$ cat src/rtl/asi_pkg.sv
// ---------------------------------------------------------------------------------------------
// asi_pkg: shared definitions for the ASI Manchester physical layer.
//   ASI_MASTER_LEN / ASI_SLAVE_LEN : payload lengths of master requests / slave responses
//   tx_state_e                     : transmitter FSM state
//   man_enc(b)                     : Manchester half-bit pair, [1] is sent first
//   parity(vec, len, even)         : parity bit over vec[len-1:0]
// ---------------------------------------------------------------------------------------------
package asi_pkg;

   localparam int unsigned ASI_MASTER_LEN = 11;
   localparam int unsigned ASI_SLAVE_LEN  = 4;

   // Widest payload the parity helper can cover.
   localparam int unsigned PAR_W = 32;

   typedef enum logic [1:0] {
      StIdle,
      StSend,
      StGap
   } tx_state_e;

   // A '1' is low-then-high, a '0' is high-then-low.
   function automatic logic [1:0] man_enc(input logic b);
      return {~b, b};
   endfunction

   // XOR of the low len bits; inverted for odd parity.
   function automatic logic parity(input logic [PAR_W-1:0] vec, input int unsigned len,
                                   input logic even);
      logic p;
      p = 1'b0;
      for (int unsigned i = 0; i < PAR_W; i++) begin
         if (i < len) p = p ^ vec[i];
      end
      return even ? p : ~p;
   endfunction

endpackage

$ cat src/rtl/man_halfbit_tick.sv
// ---------------------------------------------------------------------------------------------
// man_halfbit_tick: emits a one-cycle tick every CLK_DIV enabled clock cycles.
//   clk_in : system clock
//   rst    : asynchronous active-low reset
//   clr    : restart the count (takes priority over en)
//   en     : count enable
//   tick   : high in the last cycle of each CLK_DIV-cycle period
// ---------------------------------------------------------------------------------------------
module man_halfbit_tick #(
   parameter int unsigned CLK_DIV = 150
) (
   input  logic clk_in,
   input  logic rst,
   input  logic clr,
   input  logic en,
   output logic tick
);

   localparam int unsigned     CNT_W    = (CLK_DIV > 2) ? $clog2(CLK_DIV) : 1;
   localparam logic [CNT_W-1:0] CNT_LAST = CNT_W'(CLK_DIV - 1);

   logic [CNT_W-1:0] cnt_q;

   always_ff @(posedge clk_in or negedge rst) begin
      if (!rst) begin
         cnt_q <= '0;
      end else if (clr) begin
         cnt_q <= '0;
      end else if (en) begin
         cnt_q <= (cnt_q == CNT_LAST) ? '0 : cnt_q + 1'b1;
      end
   end

   assign tick = en && !clr && (cnt_q == CNT_LAST);

endmodule

$ cat src/rtl/man_coding_tx.sv
// ---------------------------------------------------------------------------------------------
// man_coding_tx: Manchester line transmitter for the ASI physical layer.
// Frame = {ST=0, payload MSB-first, PB, EB=1}; each bit is sent as two CLK_DIV-cycle
// half-bits (~b then b), followed by an idle gap of GAP_BITS bit-times.
//   clk_in   : system clock
//   rst      : asynchronous active-low reset
//   tx_valid : frame request present
//   tx_ready : request can be accepted (registered)
//   tx_data  : payload, first bit sent is tx_data[tx_len-1]
//   tx_len   : payload length, clamped to PAYLOAD_MAX
//   busy     : frame or gap in progress
//   done     : one-cycle pulse at frame end
//   code     : Manchester line output (registered)
// ---------------------------------------------------------------------------------------------
module man_coding_tx
   import asi_pkg::*;
#(
   parameter int unsigned CLK_DIV     = 150,
   parameter int unsigned PAYLOAD_MAX = 11,
   parameter int unsigned LEN_W       = 4,
   parameter int unsigned GAP_BITS    = 3,
   parameter int unsigned PARITY_EVEN = 1,
   parameter int unsigned IDLE_LEVEL  = 1
) (
   input  logic                   clk_in,
   input  logic                   rst,
   input  logic                   tx_valid,
   output logic                   tx_ready,
   input  logic [PAYLOAD_MAX-1:0] tx_data,
   input  logic [LEN_W-1:0]       tx_len,
   output logic                   busy,
   output logic                   done,
   output logic                   code
);

   localparam int unsigned FRAME_W = PAYLOAD_MAX + 3;
   localparam int unsigned HB_MAX  = (FRAME_W > GAP_BITS) ? 2 * FRAME_W : 2 * GAP_BITS;
   localparam int unsigned HB_W    = $clog2(HB_MAX);

   localparam logic             IDLE_L = (IDLE_LEVEL != 0);
   localparam logic             EVEN_L = (PARITY_EVEN != 0);
   localparam logic [LEN_W-1:0] PMAX_L = LEN_W'(PAYLOAD_MAX);
   localparam logic [HB_W-1:0]  GAP_HB = (GAP_BITS > 0) ? HB_W'(2 * GAP_BITS - 1) : '0;

   tx_state_e          state_q;
   logic [FRAME_W-1:0] frame_q;  // MSB is the bit currently on the line
   logic [HB_W-1:0]    hb_q;     // half-bits remaining after the current one

   logic                   accept;
   logic                   tick;
   logic [LEN_W-1:0]       len_c;
   logic [LEN_W-1:0]       shamt;
   logic [PAYLOAD_MAX-1:0] pay_al;
   logic                   pb;
   logic [FRAME_W-1:0]     frame_ld;
   logic [HB_W-1:0]        hb_ld;
   logic [1:0]             enc_st;
   logic [1:0]             enc_cur;
   logic [1:0]             enc_nxt;

   assign accept = tx_valid && tx_ready;

   // Left-justify the payload so bits above len-1 fall off, then drop PB/EB right after it.
   assign len_c    = (tx_len > PMAX_L) ? PMAX_L : tx_len;
   assign shamt    = PMAX_L - len_c;
   assign pay_al   = tx_data << shamt;
   assign pb       = parity(PAR_W'(tx_data), 32'(len_c), EVEN_L);
   assign frame_ld = {1'b0, pay_al, 2'b00} | (FRAME_W'({pb, 1'b1}) << shamt);

   // 2N half-bits with N = len + 3; count down to zero so hb_q[0] marks the first half.
   assign hb_ld = HB_W'({len_c, 1'b0}) + HB_W'(5);

   assign enc_st  = man_enc(1'b0);
   assign enc_cur = man_enc(frame_q[FRAME_W-1]);
   assign enc_nxt = man_enc(frame_q[FRAME_W-2]);

   man_halfbit_tick #(
      .CLK_DIV (CLK_DIV)
   ) u_tick (
      .clk_in (clk_in),
      .rst    (rst),
      .clr    (accept),
      .en     (state_q != StIdle),
      .tick   (tick)
   );

   always_ff @(posedge clk_in or negedge rst) begin
      if (!rst) begin
         state_q  <= StIdle;
         frame_q  <= '0;
         hb_q     <= '0;
         code     <= IDLE_L;
         tx_ready <= 1'b0;
         busy     <= 1'b0;
         done     <= 1'b0;
      end else begin
         done <= 1'b0;
         unique case (state_q)
            StIdle: begin
               if (accept) begin
                  frame_q  <= frame_ld;
                  hb_q     <= hb_ld;
                  code     <= enc_st[1];
                  tx_ready <= 1'b0;
                  busy     <= 1'b1;
                  state_q  <= StSend;
               end else begin
                  tx_ready <= 1'b1;
               end
            end
            StSend: begin
               if (tick) begin
                  if (hb_q[0]) begin
                     code <= enc_cur[0];
                     hb_q <= hb_q - 1'b1;
                  end else if (hb_q != '0) begin
                     frame_q <= frame_q << 1;
                     code    <= enc_nxt[1];
                     hb_q    <= hb_q - 1'b1;
                  end else begin
                     done <= 1'b1;
                     code <= IDLE_L;
                     if (GAP_BITS > 0) begin
                        hb_q    <= GAP_HB;
                        state_q <= StGap;
                     end else begin
                        busy     <= 1'b0;
                        tx_ready <= 1'b1;
                        state_q  <= StIdle;
                     end
                  end
               end
            end
            StGap: begin
               if (tick) begin
                  if (hb_q == '0) begin
                     busy     <= 1'b0;
                     tx_ready <= 1'b1;
                     state_q  <= StIdle;
                  end else begin
                     hb_q <= hb_q - 1'b1;
                  end
               end
            end
            default: state_q <= StIdle;
         endcase
      end
   end

endmodule

$ cat config.mk
export PLATFORM = sky130hd
export DESIGN_NAME = man_coding_tx
export DESIGN_NICKNAME = d
export VERILOG_FILES = /design/src/rtl/asi_pkg.sv /design/src/rtl/man_halfbit_tick.sv /design/src/rtl/man_coding_tx.sv
export SDC_FILE = /design/constraint.sdc
export NUM_CORES = 1
export LEC_CHECK = 0
export CORE_MARGIN = 2
export CORE_UTILIZATION = 45
export DETAILED_ROUTE_END_ITERATION = 8
export RECOVER_POWER = 50
export SETUP_SLACK_MARGIN = 0.05
export SYNTH_ARGS = -nofsm -noshare
export SYNTH_HDL_FRONTEND = slang
export SYNTH_HIERARCHICAL = 1
export SYNTH_SLANG_ARGS = --single-unit
$ cat constraint.sdc
create_clock -name clk_in -period 3.1 [get_ports clk_in]
set_input_delay 0.62 -clock clk_in [delete_from_list [all_inputs] [get_ports clk_in]]
set_output_delay 0.62 -clock clk_in [all_outputs]
set_load 0.03 [all_outputs]
==> impl_results.html, run 1 <==
<table>
<tr><th>Metric</th><th>Value</th></tr>
<tr><th colspan="2">Yosys</th></tr>
<tr><td>Synth Area per Inst</td><td>8.46 um^2</td></tr>
<tr><td>Dominant synthesized flop cell</td><td>sky130_fd_sc_hd__dfrtp_1</td></tr>
<tr><td>Fraction of registers with async set/reset</td><td>100%</td></tr>
<tr><td>Portion of the post-synthesis area used by sequential elements</td><td>31.4%</td></tr>
<tr><td>EDFF count, synth</td><td>0</td></tr>
<tr><td>Cell area after technology mapping</td><td>0.00263 mm^2</td></tr>
<tr><td>Number of different library cells in the post-synthesis netlist</td><td>60</td></tr>
<tr><td>Count of state elements after synthesis</td><td>33</td></tr>
<tr><td>Post-Syn Nets</td><td>338</td></tr>
<tr><td>Ys Warns</td><td>6</td></tr>
<tr><td>Mapped Cells</td><td>311</td></tr>
<tr><th colspan="2">Worst setup path</th></tr>
<tr><td>Stage delay of the slowest cell on the critical path</td><td>530 ps</td></tr>
<tr><td>CP cell instances</td><td>clkdlybuf4s50_1 &gt; inv_2 &gt; o21ai_2 &gt; inv_2 &gt; ha_1 &gt; or2b_1 &gt; xnor2_1 &gt; a2bb2oi_2 &gt; xnor2_2 &gt; xnor3_2 &gt; o311ai_1 &gt; a31oi_1</td></tr>
<tr><td>Critical path capture point type</td><td>register</td></tr>
<tr><td>Max FO, Critical Path</td><td>5</td></tr>
<tr><td>Worst path bufs/invs</td><td>3</td></tr>
<tr><td>Endpoint required time on the critical path</td><td>3260 ps</td></tr>
<tr><td>Critical path class</td><td>input pin to register</td></tr>
<tr><td>Startpoint type of the worst setup path</td><td>input pin</td></tr>
<tr><td>Library cell contributing the largest single delay on the critical path</td><td>sky130_fd_sc_hd__clkdlybuf4s50_1</td></tr>
<tr><td>Worst path top cell family by delay</td><td>XOR/XNOR gates</td></tr>
<tr><td>Worst Reg2Reg Path Length in Cells</td><td>11</td></tr>
<tr><td>Cell with the most instances on the worst path</td><td>sky130_fd_sc_hd__inv_2</td></tr>
<tr><td>Total stage count of the critical path</td><td>12</td></tr>
<tr><td>Data arrival time of the critical path</td><td>3060 ps</td></tr>
<tr><th colspan="2">Power</th></tr>
<tr><td>Power per unit of standard cell area</td><td>318 mW/mm^2</td></tr>
<tr><td>Worst-case vdd ir drop</td><td>0.139 mV</td></tr>
<tr><td>Leakage power figure</td><td>1.36 nW</td></tr>
<tr><th colspan="2">Final layout</th></tr>
<tr><td>Number of standard cells in the final layout excluding fillers</td><td>426</td></tr>
<tr><td>FF/Latch Area</td><td>828 um^2</td></tr>
<tr><td>Diodes inserted</td><td>0</td></tr>
<tr><td>Total area of multi-input combinational cells</td><td>0.00172 mm^2</td></tr>
<tr><td>Synthesis-to-finish area growth</td><td>22.1%</td></tr>
<tr><td>Layout cell share with drive strength beyond 1</td><td>16.4%</td></tr>
<tr><td>Summed area of non-filler cells in the final layout</td><td>0.00321 mm^2</td></tr>
<tr><td>Layout filler cell count</td><td>538</td></tr>
<tr><td>Nets</td><td>381</td></tr>
<tr><th colspan="2">GRT</th></tr>
<tr><td>GRT Overall Usage</td><td>23.4%</td></tr>
<tr><td>Vias in the first global route</td><td>2401</td></tr>
<tr><td>Antenna violations before repair</td><td>0</td></tr>
<tr><td>Maximum number of pins on one net before global-route repair</td><td>34</td></tr>
<tr><td>Wire length of the first global-routing pass</td><td>11.8 mm</td></tr>
<tr><td>Grt ovf</td><td>0</td></tr>
<tr><th colspan="2">STA</th></tr>
<tr><td>Fmax</td><td>344 MHz</td></tr>
<tr><td>Slew at the pin with the worst max-slew slack</td><td>1800 ps</td></tr>
<tr><td>Number of hold violations in the final report</td><td>0</td></tr>
<tr><td>Final setup vio count</td><td>0</td></tr>
<tr><td>Share of the cycle needed by the critical path after routing</td><td>93.7%</td></tr>
<tr><td>RSZ-0062 raised after global routing</td><td>no</td></tr>
<tr><td>Post-layout min period</td><td>2900 ps</td></tr>
<tr><td>Worst hold slack after final layout</td><td>499 ps</td></tr>
<tr><td>Fin. max-slew vios</td><td>34</td></tr>
<tr><td>Max-slew headroom at the worst pin</td><td>-19.8%</td></tr>
<tr><td>Total Neg Setup Slack</td><td>0 ps</td></tr>
<tr><td>Final clock skew</td><td>3.87 ps</td></tr>
<tr><th colspan="2">Clock network</th></tr>
<tr><td>Post-CTS setup buffers</td><td>0</td></tr>
<tr><td>Clk slew on worst S/H paths</td><td>70 ps</td></tr>
<tr><td>Total clock buffers created by CTS</td><td>5</td></tr>
<tr><td>Max H-tree Level</td><td>2</td></tr>
<tr><td>Total of hold buffers inserted after clock tree synthesis</td><td>0</td></tr>
<tr><td>CTS tree</td><td>yes</td></tr>
<tr><td>CTS Root Cell</td><td>sky130_fd_sc_hd__clkbuf_8</td></tr>
<tr><td>Number of buffers between clock root and the deepest sink</td><td>2</td></tr>
<tr><td>Total clock sinks</td><td>33</td></tr>
<tr><td>Clock insertion delay at the later pin of the skew report</td><td>280 ps</td></tr>
<tr><th colspan="2">Worst hold path</th></tr>
<tr><td>Path category of the worst min-delay check</td><td>register to register</td></tr>
<tr><td>Cell depth of the worst hold path</td><td>2</td></tr>
<tr><th colspan="2">Routing</th></tr>
<tr><td>DRC Markers</td><td>0</td></tr>
<tr><td>Routed wirelength normalized by instance count</td><td>16.4 um</td></tr>
<tr><td>WL final</td><td>6.98 mm</td></tr>
<tr><td>Number of nets with antenna violations after routing</td><td>0</td></tr>
<tr><td>1st-iter DRT viols</td><td>142</td></tr>
<tr><td>Number of vias per cell after detailed routing</td><td>5.95</td></tr>
<tr><td>Overall via count from detail_route</td><td>2536</td></tr>
<tr><td>Number of detailed-route iterations in the first pass</td><td>4</td></tr>
<tr><th colspan="2">Flow run</th></tr>
<tr><td>Maximum Capacitance Violations</td><td>1</td></tr>
<tr><th colspan="2">Die</th></tr>
<tr><td>Effective utilization at floorplan</td><td>47.2%</td></tr>
<tr><td>Core footprint</td><td>0.00557 mm^2</td></tr>
<tr><td>Vertical extent of the die</td><td>80.5 um</td></tr>
<tr><td>Cell Rows</td><td>27</td></tr>
<tr><td>I/O Pins</td><td>22</td></tr>
<tr><td>DIE WIDTH</td><td>80.5 um</td></tr>
<tr><td>DIE AREA</td><td>0.00648 mm^2</td></tr>
<tr><th colspan="2">Placement</th></tr>
<tr><td>Cell area after placement</td><td>0.00308 mm^2</td></tr>
<tr><td>Count of buffers inserted at the top-level ports</td><td>21</td></tr>
<tr><td>Post-Place Cells</td><td>418</td></tr>
<tr><td>Half-perimeter wire length after placement</td><td>5.09 mm</td></tr>
<tr><td>Final RePlAce weighted congestion</td><td>0.836</td></tr>
<tr><th colspan="2">Status</th></tr>
<tr><td>Result of the run</td><td>finished, violations left</td></tr>
<tr><td>Violated checks</td><td>capacitance limit, slew limit</td></tr>
</table>
-- Yosys cell counts (2+ instances only) --
cell type	count	area share [%]
sky130_fd_sc_hd__o311ai_1	3	1.0
sky130_fd_sc_hd__o211ai_1	3	0.86
sky130_fd_sc_hd__o31ai_1	4	1.1
sky130_fd_sc_hd__nor2_1	15	2.1
sky130_fd_sc_hd__xor2_1	5	1.7
sky130_fd_sc_hd__buf_2	3	0.57
sky130_fd_sc_hd__o21ai_2	2	0.67
sky130_fd_sc_hd__a22o_1	5	1.7
sky130_fd_sc_hd__nor2b_1	3	0.71
sky130_fd_sc_hd__ha_1	9	4.3
sky130_fd_sc_hd__a221oi_1	2	0.67
sky130_fd_sc_hd__mux4_1	2	2.0
sky130_fd_sc_hd__a21oi_1	16	3.0
sky130_fd_sc_hd__o21ai_0	36	6.8
sky130_fd_sc_hd__nor3_1	9	1.7
sky130_fd_sc_hd__nand2_1	37	5.3
sky130_fd_sc_hd__inv_1	11	1.6
sky130_fd_sc_hd__nand3b_1	4	1.1
sky130_fd_sc_hd__inv_2	3	0.43
sky130_fd_sc_hd__buf_6	2	0.86
sky130_fd_sc_hd__xnor2_1	5	1.7
sky130_fd_sc_hd__a22oi_1	2	0.57
sky130_fd_sc_hd__nand4b_1	2	0.67
sky130_fd_sc_hd__nand3_1	12	2.3
sky130_fd_sc_hd__a31oi_1	9	2.1
sky130_fd_sc_hd__a2bb2oi_1	4	1.3
sky130_fd_sc_hd__mux4_2	2	1.7
sky130_fd_sc_hd__o22ai_1	7	1.7
sky130_fd_sc_hd__nor4_1	2	0.48
sky130_fd_sc_hd__o211ai_2	2	0.95
sky130_fd_sc_hd__mux2i_1	11	4.2
sky130_fd_sc_hd__a311oi_1	3	1.0
sky130_fd_sc_hd__a32oi_1	3	1.0
sky130_fd_sc_hd__buf_4	2	0.57
sky130_fd_sc_hd__clkbuf_1	9	1.3
sky130_fd_sc_hd__or3_1	4	0.95
sky130_fd_sc_hd__dfrtp_1	32	30
sky130_fd_sc_hd__nand2b_1	4	0.95
-- placed cells by master, fill, tap and decap left out, types with 5 or more instances in the layout --
master	synthesis	routed
sky130_fd_sc_hd__dfrtp_1	32	31
sky130_fd_sc_hd__o22ai_1	7	7
sky130_fd_sc_hd__clkdlybuf4s50_1	0	20
sky130_fd_sc_hd__nand3_1	12	12
sky130_fd_sc_hd__nand2_1	37	37
sky130_fd_sc_hd__clkbuf_8	0	6
sky130_fd_sc_hd__mux2i_1	11	11
sky130_fd_sc_hd__nor2_1	15	15
sky130_fd_sc_hd__a31oi_1	9	9
sky130_fd_sc_hd__buf_4	2	28
sky130_fd_sc_hd__ha_1	9	9
sky130_fd_sc_hd__a21oi_1	16	15
sky130_fd_sc_hd__o21ai_0	36	36
sky130_fd_sc_hd__a22o_1	5	5
sky130_fd_sc_hd__nor3_1	9	9
sky130_fd_sc_hd__inv_1	11	11
-- registers in the layout, summed over array words and instances, names as in the netlist --
name          cells
hb_q              5
state_q           2
code              1
u_tick/cnt_q      8
tx_ready          1
busy              1
frame_q          14
done              1
-- cell type report --
cell class | count | area share [%]
clock buffer | 7 | 2.69
inverter | 15 | 1.75
multi-input combinational | 248 | 53.7
sequential | 33 | 25.8
tap | 72 | 2.80
timing repair buffer | 51 | 13.3
-- per-stage QoR --
| step | worst slack (ps) | total power [mW] | util [%] |
|---|---|---|---|
| 2_1_floorplan | 153 | 0.575 | - |
| 3_3_place_gp | -47.8 | 0.665 | 55.2 |
| 3_5_place_dp | -148 | 0.668 | 55.2 |
| 4_1_cts | 159 | 1.00 | 56.7 |
| 5_1_grt | 40.7 | 1.07 | 57.6 |
| 6_report | 196 | 1.02 | 57.6 |
-- path summary, 6_finish.rpt --
check,from,end,slack (ps)
max,tx_len[2],frame_q[7],200
min,frame_q[8],frame_q[8],500
max reg2reg,u_tick/cnt_q[1],frame_q[4],340
min reg2reg,frame_q[8],frame_q[8],500
max in group asynchronous,rst,u_tick/cnt_q[0],590
min in group asynchronous,rst,u_tick/cnt_q[2],1350
-- cell families after synthesis --
| kind of cell | count (synthesis) | synth area share, % |
|---|---|---|
| compound gates | 109 | 26.9 |
| xor+xnor | 11 | 4.23 |
| buf+inv | 31 | 5.42 |
| mux | 15 | 7.89 |
| fa+ha+maj | 9 | 4.28 |
| simple gates | 103 | 19.9 |
| flops | 33 | 31.4 |
-- routing by layer --
metal	global-route usage, %	routed length (um)
met1	30.0	3150
met2	39.8	3490
met3	3.37	230
met4	8.47	105
met5	0	0
-- power breakdown --
part	internal, mW	switching [mW]
combinational	0.118	0.139
clock	0.176	0.159
sequential	0.430	0
total	0.724	0.298
-- worst min-delay path: cells and delay by family, from the launching register on --
kind,cells,cell delay (ps)
flops,1,350
simple gates,1,50
compound gates,1,60
-- timing repair --
item,in CTS,in global routing
resized for setup,0,6
endpoints found under the hold margin,0,0
setup endpoints to repair,0,10
No activity file was read; power rests on OpenSTA's default activity.
==> inputs of run 2 (changes only) <==
--- a/config.mk
+++ b/config.mk
@@ -6,9 +6,11 @@
 export NUM_CORES = 1
 export LEC_CHECK = 0
 export CORE_MARGIN = 2
-export CORE_UTILIZATION = 45
+export CORE_UTILIZATION = 59
 export DETAILED_ROUTE_END_ITERATION = 8
+export PLACE_DENSITY = 0.81
 export RECOVER_POWER = 50
+export REMOVE_ABC_BUFFERS = 1
 export SETUP_SLACK_MARGIN = 0.05
 export SYNTH_ARGS = -nofsm -noshare
 export SYNTH_HDL_FRONTEND = slang
==> run 2 against run 1 <==
Effect of this change:
- the run still ends with capacitance limit, slew limit left
- non-clock buffer count grew 6
- largest power group unchanged
- first-iteration DRC count increased by 30%
- sequential power about the same
- sequential share of layout area rose by 0.092 points
- die area fell by 23%
- clock power is essentially flat
==> impl_results.html, run 2 (synthesis results as in run 1) <==
<table>
<tr><th>Metric</th><th>Value</th></tr>
<tr><th colspan="2">Final layout</th></tr>
<tr><td>Total area of multi-input combinational cells</td><td>0.00167 mm^2 (was 0.00172 mm^2)</td></tr>
<tr><td>Largest register FFs</td><td>14 (unchanged)</td></tr>
<tr><td>Biggest registers after layout</td><td>frame_q x14, u_tick/cnt_q x8, hb_q x5 (unchanged)</td></tr>
<tr><td>FF/Latch Area</td><td>827 um^2 (was 828 um^2)</td></tr>
<tr><td>Most used cells in the layout excluding fill and tap cells</td><td>sky130_fd_sc_hd__nand2_1, sky130_fd_sc_hd__o21ai_0, sky130_fd_sc_hd__buf_4, sky130_fd_sc_hd__dfrtp_1, sky130_fd_sc_hd__clkdlybuf4s50_1 (was sky130_fd_sc_hd__nand2_1, sky130_fd_sc_hd__o21ai_0, sky130_fd_sc_hd__dfrtp_1, sky130_fd_sc_hd__buf_4, sky130_fd_sc_hd__clkdlybuf4s50_1)</td></tr>
<tr><td>Reg with most FFs</td><td>frame_q (unchanged)</td></tr>
<tr><td>Nets</td><td>386 (was 381)</td></tr>
<tr><td>Synthesis-to-finish area growth</td><td>21.4% (was 22.1%)</td></tr>
<tr><td>Layout filler cell count</td><td>354 (was 538)</td></tr>
<tr><td>Most frequent standard cell in the layout excluding fill and tap cells</td><td>sky130_fd_sc_hd__nand2_1 (unchanged)</td></tr>
<tr><td>Diodes inserted</td><td>0 (unchanged)</td></tr>
<tr><td>Layout cell share with drive strength beyond 1</td><td>16.4% (about the same)</td></tr>
<tr><th colspan="2">Power</th></tr>
<tr><td>Power per unit of standard cell area</td><td>323 mW/mm^2 (was 318 mW/mm^2)</td></tr>
<tr><td>Post-layout power</td><td>1.03 mW (was 1.02 mW)</td></tr>
<tr><td>Leakage power figure</td><td>1.39 nW (was 1.36 nW)</td></tr>
<tr><td>Worst-case vdd ir drop</td><td>0.188 mV (was 0.139 mV)</td></tr>
<tr><th colspan="2">GRT</th></tr>
<tr><td>Antenna violations before repair</td><td>0 (unchanged)</td></tr>
<tr><td>Wire length of the first global-routing pass</td><td>11.6 mm (was 11.8 mm)</td></tr>
<tr><td>Grt ovf</td><td>0 (unchanged)</td></tr>
<tr><td>GRT Overall Usage</td><td>28.9% (was 23.4%)</td></tr>
<tr><td>Maximum number of pins on one net before global-route repair</td><td>34 (unchanged)</td></tr>
<tr><td>Vias in the first global route</td><td>2536 (was 2401)</td></tr>
<tr><th colspan="2">Die</th></tr>
<tr><td>Vertical extent of the die</td><td>70.8 um (was 80.5 um)</td></tr>
<tr><td>I/O Pins</td><td>22 (unchanged)</td></tr>
<tr><td>DIE WIDTH</td><td>70.8 um (was 80.5 um)</td></tr>
<tr><td>Core footprint</td><td>0.00432 mm^2 (was 0.00557 mm^2)</td></tr>
<tr><td>Cell Rows</td><td>24 (was 27)</td></tr>
<tr><td>DIE AREA</td><td>0.00501 mm^2 (was 0.00648 mm^2)</td></tr>
<tr><td>Effective utilization at floorplan</td><td>60.9% (was 47.2%)</td></tr>
<tr><th colspan="2">Routing</th></tr>
<tr><td>WL final</td><td>6.98 mm (about the same)</td></tr>
<tr><td>1st-iter DRT viols</td><td>185 (was 142)</td></tr>
<tr><td>Number of detailed-route iterations in the first pass</td><td>5 (was 4)</td></tr>
<tr><td>Overall via count from detail_route</td><td>2663 (was 2536)</td></tr>
<tr><td>DRC Markers</td><td>0 (unchanged)</td></tr>
<tr><td>Number of vias per cell after detailed routing</td><td>6.46 (was 5.95)</td></tr>
<tr><td>Number of nets with antenna violations after routing</td><td>0 (unchanged)</td></tr>
<tr><td>Routed wirelength normalized by instance count</td><td>16.9 um (was 16.4 um)</td></tr>
<tr><th colspan="2">Worst setup path</th></tr>
<tr><td>Stage delay of the slowest cell on the critical path</td><td>470 ps (was 530 ps)</td></tr>
<tr><td>Worst path bufs/invs</td><td>2 (was 3)</td></tr>
<tr><td>CP cell instances</td><td>inv_1 &gt; ha_1 &gt; nand4b_1 &gt; nor4_1 &gt; buf_4 &gt; nor2_1 &gt; or3_1 &gt; a21o_1 &gt; nor4_1 &gt; a31oi_1 &gt; o311ai_1 (was clkdlybuf4s50_1 &gt; inv_2 &gt; o21ai_2 &gt; inv_2 &gt; ha_1 &gt; or2b_1 &gt; xnor2_1 &gt; a2bb2oi_2 &gt; xnor2_2 &gt; xnor3_2 &gt; o311ai_1 &gt; a31oi_1)</td></tr>
<tr><td>Worst path top cell family by delay</td><td>simple AND/OR/NAND/NOR gates (was XOR/XNOR gates)</td></tr>
<tr><td>Critical path capture point type</td><td>register (unchanged)</td></tr>
<tr><td>Endpoint required time on the critical path</td><td>3280 ps (was 3260 ps)</td></tr>
<tr><td>Max FO, Critical Path</td><td>8 (was 5)</td></tr>
<tr><td>Cell with the most instances on the worst path</td><td>sky130_fd_sc_hd__nor4_1 (was sky130_fd_sc_hd__inv_2)</td></tr>
<tr><td>Data arrival time of the critical path</td><td>2940 ps (was 3060 ps)</td></tr>
<tr><td>Startpoint type of the worst setup path</td><td>register (was input pin)</td></tr>
<tr><td>Worst Reg2Reg Path Length in Cells</td><td>11 (unchanged)</td></tr>
<tr><td>Worst setup slack for register-to-register paths</td><td>350 ps (was 340 ps)</td></tr>
<tr><td>Total stage count of the critical path</td><td>11 (was 12)</td></tr>
<tr><td>Library cell contributing the largest single delay on the critical path</td><td>sky130_fd_sc_hd__dfrtp_1 (was sky130_fd_sc_hd__clkdlybuf4s50_1)</td></tr>
<tr><td>Critical path class</td><td>register to register (was input pin to register)</td></tr>
<tr><th colspan="2">STA</th></tr>
<tr><td>Fmax</td><td>364 MHz (was 344 MHz)</td></tr>
<tr><td>Number of hold violations in the final report</td><td>0 (unchanged)</td></tr>
<tr><td>RSZ-0062 raised after global routing</td><td>no (unchanged)</td></tr>
<tr><td>Max-slew headroom at the worst pin</td><td>-16.6% (was -19.8%)</td></tr>
<tr><td>Share of the cycle needed by the critical path after routing</td><td>88.7% (was 93.7%)</td></tr>
<tr><td>Final clock skew</td><td>3.43 ps (was 3.87 ps)</td></tr>
<tr><td>Final setup vio count</td><td>0 (unchanged)</td></tr>
<tr><td>Total Neg Setup Slack</td><td>0 ps (unchanged)</td></tr>
<tr><td>Fin. max-slew vios</td><td>34 (unchanged)</td></tr>
<tr><td>Post-layout min period</td><td>2750 ps (was 2900 ps)</td></tr>
<tr><td>Slew at the pin with the worst max-slew slack</td><td>1750 ps (was 1800 ps)</td></tr>
<tr><th colspan="2">Clock network</th></tr>
<tr><td>Number of buffers between clock root and the deepest sink</td><td>2 (unchanged)</td></tr>
<tr><td>Clock insertion delay at the later pin of the skew report</td><td>290 ps (was 280 ps)</td></tr>
<tr><td>CTS tree</td><td>yes (unchanged)</td></tr>
<tr><td>Total clock buffers created by CTS</td><td>5 (unchanged)</td></tr>
<tr><td>Clk slew on worst S/H paths</td><td>70 ps (about the same)</td></tr>
<tr><td>Total of hold buffers inserted after clock tree synthesis</td><td>0 (unchanged)</td></tr>
<tr><td>Total clock sinks</td><td>33 (unchanged)</td></tr>
<tr><td>Max H-tree Level</td><td>2 (unchanged)</td></tr>
<tr><td>CTS Root Cell</td><td>sky130_fd_sc_hd__clkbuf_8 (unchanged)</td></tr>
<tr><th colspan="2">Worst hold path</th></tr>
<tr><td>Path category of the worst min-delay check</td><td>register to register (unchanged)</td></tr>
<tr><td>Cell depth of the worst hold path</td><td>2 (unchanged)</td></tr>
<tr><th colspan="2">Placement</th></tr>
<tr><td>Half-perimeter wire length after placement</td><td>5.06 mm (was 5.09 mm)</td></tr>
<tr><td>Count of buffers inserted at the top-level ports</td><td>21 (unchanged)</td></tr>
<tr><td>Final RePlAce weighted congestion</td><td>0.958 (was 0.836)</td></tr>
<tr><th colspan="2">Status</th></tr>
<tr><td>Violated checks</td><td>capacitance limit, slew limit (unchanged)</td></tr>
<tr><td>Result of the run</td><td>finished, violations left (unchanged)</td></tr>
<tr><th colspan="2">Flow run</th></tr>
<tr><td>Maximum Capacitance Violations</td><td>1 (unchanged)</td></tr>
</table>
run 2: where the power goes:
part / internal (mW) / leakage [nW] / switching [mW] / total (mW)
Combinational: 0.130 / 0.914 / 0.136 / 0.266
Sequential: 0.431 / 0.433 / 0 / 0.431
Clock: 0.181 / 0.0455 / 0.156 / 0.337
run 2: what timing repair did:
| item | 4_1_cts | 5_1_grt |
|---|---|---|
| gates resized for setup | 0 | 6 |
| buffers inserted | 0 | 4 |
| setup endpoints to repair | 1 | 5 |
| pin swaps | 1 | 5 |
run 2: final cells by class:
cell class / count / share of cell area, %
clock buffer: 8 / 2.82
sequential: 33 / 25.9
multi-input combinational: 247 / 52.4
inverter: 15 / 1.76
timing repair buffer: 57 / 15.1
tap: 52 / 2.04
run 2: final timing paths:
| kind | endpoint | start |
|---|---|---|
| worst max register to register | frame_q[10] | u_tick/cnt_q[1] |
| max in group asynchronous | frame_q[4] | rst |
| min in group asynchronous | hb_q[0] | rst |
| worst max-delay path | frame_q[10] | u_tick/cnt_q[1] |
| worst min register to register | frame_q[10] | frame_q[10] |
| worst min-delay path | frame_q[10] | frame_q[10] |
run 2: worst register-to-register path, delay by kind of cell (launching register included):
kind                       cells  cell delay [ps]
buffers and inverters          2              270
and+or+nand+nor                5             1340
AOI/OAI and AO/OA              3              430
DFF                            1              470
adders and majority gates      1              140
run 2: per-stage QoR:
| step | std cells | cell area, um^2 | hold slack, ps | worst slack, ps | utilization (%) |
|---|---|---|---|---|---|
| finish | 412 | 3200 | 491 | 350 | 73.9 |
| global route | 412 | 3200 | 508 | 98.3 | 73.9 |
| CTS | 408 | 3160 | 491 | 136 | 73.0 |
| detailed placement | 400 | 3070 | 476 | -236 | 70.9 |
| global placement | 400 | 3070 | 465 | -144 | 70.9 |
| floorplan | 295 | 2550 | 324 | -66.5 | - |
run 2: routing by layer:
| metal | share of wire [%] | track usage (%) | vias up |
|---|---|---|---|
| met5 | 0 | 0 | - |
| met4 | 3.0 | 11.9 | 0 |
| met3 | 6.2 | 3.99 | 20 |
| met2 | 51 | 51.6 | 117 |
| met1 | 39 | 34.9 | 1265 |
| li1 | - | - | 1261 |
==> inputs of run 3 (changes only) <==
--- a/config.mk
+++ b/config.mk
@@ -6,9 +6,9 @@
 export NUM_CORES = 1
 export LEC_CHECK = 0
 export CORE_MARGIN = 2
-export CORE_UTILIZATION = 59
+export CORE_UTILIZATION = 50
 export DETAILED_ROUTE_END_ITERATION = 8
-export PLACE_DENSITY = 0.81
+export PLACE_DENSITY = 0.7
 export RECOVER_POWER = 50
 export REMOVE_ABC_BUFFERS = 1
 export SETUP_SLACK_MARGIN = 0.05
==> run 3 against run 2 <==
Effect of this change:
- the run still ends with capacitance limit, slew limit left
- combinational power hardly changed
- core utilization is 11 points lower
- setup slack worse by 160 ps
- flip-flop and latch count unchanged
- largest cell class unchanged
- largest power group unchanged
==> impl_results.html, run 3 (synthesis results as in run 1) <==
<table>
<tr><th>Metric</th><th>Value</th></tr>
<tr><th colspan="2">Status</th></tr>
<tr><td>Result of the run</td><td>finished, violations left (unchanged)</td></tr>
<tr><td>Violated checks</td><td>capacitance limit, slew limit (unchanged)</td></tr>
<tr><th colspan="2">Worst setup path</th></tr>
<tr><td>Endpoint required time on the critical path</td><td>3250 ps (was 3280 ps)</td></tr>
<tr><td>Data arrival time of the critical path</td><td>3070 ps (was 2940 ps)</td></tr>
<tr><td>Startpoint type of the worst setup path</td><td>input pin (was register)</td></tr>
<tr><td>Critical path capture point type</td><td>register (unchanged)</td></tr>
<tr><td>Max FO, Critical Path</td><td>5 (was 8)</td></tr>
<tr><td>Critical path class</td><td>input pin to register (was register to register)</td></tr>
<tr><td>Worst setup slack for register-to-register paths</td><td>290 ps (was 350 ps)</td></tr>
<tr><th colspan="2">Die</th></tr>
<tr><td>DIE AREA</td><td>0.00586 mm^2 (was 0.00501 mm^2)</td></tr>
<tr><td>Effective utilization at floorplan</td><td>51.5% (was 60.9%)</td></tr>
<tr><td>Cell Rows</td><td>26 (was 24)</td></tr>
<tr><td>DIE WIDTH</td><td>76.6 um (was 70.8 um)</td></tr>
<tr><td>Vertical extent of the die</td><td>76.6 um (was 70.8 um)</td></tr>
<tr><td>I/O Pins</td><td>22 (unchanged)</td></tr>
<tr><td>Core footprint</td><td>0.00511 mm^2 (was 0.00432 mm^2)</td></tr>
<tr><th colspan="2">Clock network</th></tr>
<tr><td>Number of buffers between clock root and the deepest sink</td><td>2 (unchanged)</td></tr>
<tr><td>CTS Root Cell</td><td>sky130_fd_sc_hd__clkbuf_8 (unchanged)</td></tr>
<tr><td>Max H-tree Level</td><td>2 (unchanged)</td></tr>
<tr><td>CTS tree</td><td>yes (unchanged)</td></tr>
<tr><td>Total of hold buffers inserted after clock tree synthesis</td><td>0 (unchanged)</td></tr>
<tr><td>Total clock buffers created by CTS</td><td>5 (unchanged)</td></tr>
<tr><td>Total clock sinks</td><td>33 (unchanged)</td></tr>
<tr><td>Clock insertion delay at the later pin of the skew report</td><td>290 ps (about the same)</td></tr>
<tr><td>Clk slew on worst S/H paths</td><td>70 ps (about the same)</td></tr>
<tr><th colspan="2">Routing</th></tr>
<tr><td>DRC Markers</td><td>0 (unchanged)</td></tr>
<tr><td>Routed wirelength normalized by instance count</td><td>16.1 um (was 16.9 um)</td></tr>
<tr><td>Routed wl met3</td><td>363 um (was 435 um)</td></tr>
<tr><td>Number of vias per cell after detailed routing</td><td>6.03 (was 6.46)</td></tr>
<tr><td>WL final</td><td>6.87 mm (was 6.98 mm)</td></tr>
<tr><td>Highest routed metal layer</td><td>met4 (unchanged)</td></tr>
<tr><td>Detailed route wirelength on metal2</td><td>3.27 mm (was 3.59 mm)</td></tr>
<tr><td>Number of detailed-route iterations in the first pass</td><td>4 (was 5)</td></tr>
<tr><td>Number of nets with antenna violations after routing</td><td>0 (unchanged)</td></tr>
<tr><td>Met1 wire length</td><td>3.13 mm (was 2.74 mm)</td></tr>
<tr><td>1st-iter DRT viols</td><td>294 (was 185)</td></tr>
<tr><td>Overall via count from detail_route</td><td>2569 (was 2663)</td></tr>
<tr><th colspan="2">Final layout</th></tr>
<tr><td>Diodes inserted</td><td>0 (unchanged)</td></tr>
<tr><td>Layout cell share with drive strength beyond 1</td><td>16.6% (was 16.4%)</td></tr>
<tr><td>Total area of multi-input combinational cells</td><td>0.00172 mm^2 (was 0.00167 mm^2)</td></tr>
<tr><td>Synthesis-to-finish area growth</td><td>22.0% (was 21.4%)</td></tr>
<tr><td>Layout filler cell count</td><td>479 (was 354)</td></tr>
<tr><td>Summed area of non-filler cells in the final layout</td><td>0.00321 mm^2 (was 0.00320 mm^2)</td></tr>
<tr><td>Nets</td><td>382 (was 386)</td></tr>
<tr><td>FF/Latch Area</td><td>827 um^2 (unchanged)</td></tr>
<tr><td>Reg with most FFs</td><td>frame_q (unchanged)</td></tr>
<tr><td>Biggest registers after layout</td><td>frame_q x14, u_tick/cnt_q x8, hb_q x5 (unchanged)</td></tr>
<tr><td>Largest register FFs</td><td>14 (unchanged)</td></tr>
<tr><td>Most used cells in the layout excluding fill and tap cells</td><td>sky130_fd_sc_hd__nand2_1, sky130_fd_sc_hd__o21ai_0, sky130_fd_sc_hd__dfrtp_1, sky130_fd_sc_hd__buf_4, sky130_fd_sc_hd__clkdlybuf4s50_1 (was sky130_fd_sc_hd__nand2_1, sky130_fd_sc_hd__o21ai_0, sky130_fd_sc_hd__buf_4, sky130_fd_sc_hd__dfrtp_1, sky130_fd_sc_hd__clkdlybuf4s50_1)</td></tr>
<tr><td>Most frequent standard cell in the layout excluding fill and tap cells</td><td>sky130_fd_sc_hd__nand2_1 (unchanged)</td></tr>
<tr><th colspan="2">GRT</th></tr>
<tr><td>GRT Overall Usage</td><td>24.5% (was 28.9%)</td></tr>
<tr><td>Wire length of the first global-routing pass</td><td>11.8 mm (was 11.6 mm)</td></tr>
<tr><td>Maximum number of pins on one net before global-route repair</td><td>34 (unchanged)</td></tr>
<tr><td>Antenna violations before repair</td><td>0 (unchanged)</td></tr>
<tr><td>Vias in the first global route</td><td>2488 (was 2536)</td></tr>
<tr><td>Grt ovf</td><td>0 (unchanged)</td></tr>
<tr><th colspan="2">Power</th></tr>
<tr><td>Leakage power figure</td><td>1.37 nW (was 1.39 nW)</td></tr>
<tr><td>Post-layout power</td><td>1.02 mW (was 1.03 mW)</td></tr>
<tr><td>Power per unit of standard cell area</td><td>319 mW/mm^2 (was 323 mW/mm^2)</td></tr>
<tr><td>Proportion of power drawn by flip-flops and latches</td><td>42.0% (was 41.7%)</td></tr>
<tr><td>Clock Power Share</td><td>32.2% (was 32.6%)</td></tr>
<tr><td>Power Internal</td><td>0.711 mW (was 0.741 mW)</td></tr>
<tr><td>Worst-case vdd ir drop</td><td>0.207 mV (was 0.188 mV)</td></tr>
<tr><td>Switching Power</td><td>0.314 mW (was 0.292 mW)</td></tr>
<tr><td>Comb pwr share</td><td>25.8% (was 25.7%)</td></tr>
<tr><td>Sw Ratio</td><td>30.6% (was 28.3%)</td></tr>
<tr><th colspan="2">STA</th></tr>
<tr><td>Total Neg Setup Slack</td><td>0 ps (unchanged)</td></tr>
<tr><td>Fin. max-slew vios</td><td>34 (unchanged)</td></tr>
<tr><td>Fmax</td><td>343 MHz (was 364 MHz)</td></tr>
<tr><td>RSZ-0062 raised after global routing</td><td>no (unchanged)</td></tr>
<tr><td>Final clock skew</td><td>8.08 ps (was 3.43 ps)</td></tr>
<tr><td>Final setup vio count</td><td>0 (unchanged)</td></tr>
<tr><td>Number of hold violations in the final report</td><td>0 (unchanged)</td></tr>
<tr><td>Worst hold slack after final layout</td><td>492 ps (was 491 ps)</td></tr>
<tr><td>Share of the cycle needed by the critical path after routing</td><td>94.0% (was 88.7%)</td></tr>
<tr><td>Slew at the pin with the worst max-slew slack</td><td>1810 ps (was 1750 ps)</td></tr>
<tr><td>Final worst setup slack</td><td>186 ps (was 350 ps)</td></tr>
<tr><td>Max-slew headroom at the worst pin</td><td>-20.6% (was -16.6%)</td></tr>
<tr><td>Post-layout min period</td><td>2910 ps (was 2750 ps)</td></tr>
<tr><th colspan="2">Placement</th></tr>
<tr><td>Count of buffers inserted at the top-level ports</td><td>21 (unchanged)</td></tr>
<tr><td>Cell area after placement</td><td>0.00306 mm^2 (was 0.00307 mm^2)</td></tr>
<tr><td>Half-perimeter wire length after placement</td><td>4.95 mm (was 5.06 mm)</td></tr>
<tr><td>Setup slack at placement</td><td>-253 ps (was -236 ps)</td></tr>
<tr><td>Final RePlAce weighted congestion</td><td>0.862 (was 0.958)</td></tr>
<tr><th colspan="2">Worst hold path</th></tr>
<tr><td>Path category of the worst min-delay check</td><td>register to register (unchanged)</td></tr>
<tr><th colspan="2">Flow run</th></tr>
<tr><td>Maximum Capacitance Violations</td><td>1 (unchanged)</td></tr>
</table>
[run 3: changes by cell type in the layout (fill, tap and decap cells not counted), moves of 2 or more]
cell	delta
sky130_fd_sc_hd__buf_4	-4
sky130_fd_sc_hd__clkdlybuf4s50_1	+3
sky130_fd_sc_hd__dlymetal6s2s_1	-3
sky130_fd_sc_hd__clkbuf_1	-2
sky130_fd_sc_hd__clkinv_2	+2
sky130_fd_sc_hd__xnor2_1	-2
sky130_fd_sc_hd__xnor2_2	+2
[run 3: power groups by stage]
stage	Combinational [mW]	Clock (mW)	Sequential, mW
final	0.265	0.330	0.430
after global routing	0.285	0.348	0.430
after CTS	0.221	0.333	0.430
after detailed placement	0.222	0	0.439
after global placement	0.220	0	0.439
after floorplan	0.124	0	0.439
[run 3: timing repair]
item,4_1_cts,5_1_grt
resized for setup,0,5
setup endpoints to repair,1,4
endpoints found under the hold margin,0,0
setup buffers,0,3
pin swaps,1,2
cloned,0,1
[run 3: final timing paths]
check,startpoint,to,depth (start not counted)
setup / recovery,tx_len[2],frame_q[11],12
hold / removal,frame_q[8],frame_q[8],2
setup reg to reg,u_tick/cnt_q[0],frame_q[10],10
hold reg to reg,frame_q[8],frame_q[8],2
max in group asynchronous,rst,frame_q[8],2
min in group asynchronous,rst,state_q[0],2
[run 3: through the flow]
step / util, % / cells
after global placement: 59.9 / 414
final: 62.9 / 426
after CTS: 61.6 / 422
after global routing: 62.9 / 426
after floorplan: - / 295
after detailed placement: 59.9 / 414
[run 3: worst max-delay path: stages]
cell	delay (ps)
sky130_fd_sc_hd__clkdlybuf4s50_1	510
sky130_fd_sc_hd__inv_2	50
sky130_fd_sc_hd__o21ai_2	140
sky130_fd_sc_hd__inv_2	50
sky130_fd_sc_hd__ha_1	180
sky130_fd_sc_hd__or2b_1	270
sky130_fd_sc_hd__xnor2_2	150
sky130_fd_sc_hd__a2bb2oi_2	190
sky130_fd_sc_hd__xnor2_2	160
sky130_fd_sc_hd__xnor3_2	360
sky130_fd_sc_hd__o311ai_1	260
sky130_fd_sc_hd__a31oi_1	120
[run 3: cell type report]
cell class,instances,area share (%)
clock inverter,3,0.546
multi-input combinational,248,53.5
sequential,33,25.8
timing repair buffer,52,13.6
tap,70,2.73
inverter,15,1.75
clock buffer,5,2.14
[run 3: metal layers]
metal  track usage [%]  vias up
met5                 0        -
met4              7.09        0
met3              4.86       10
met2              39.1       89
met1              33.8     1219
li1                  -     1251
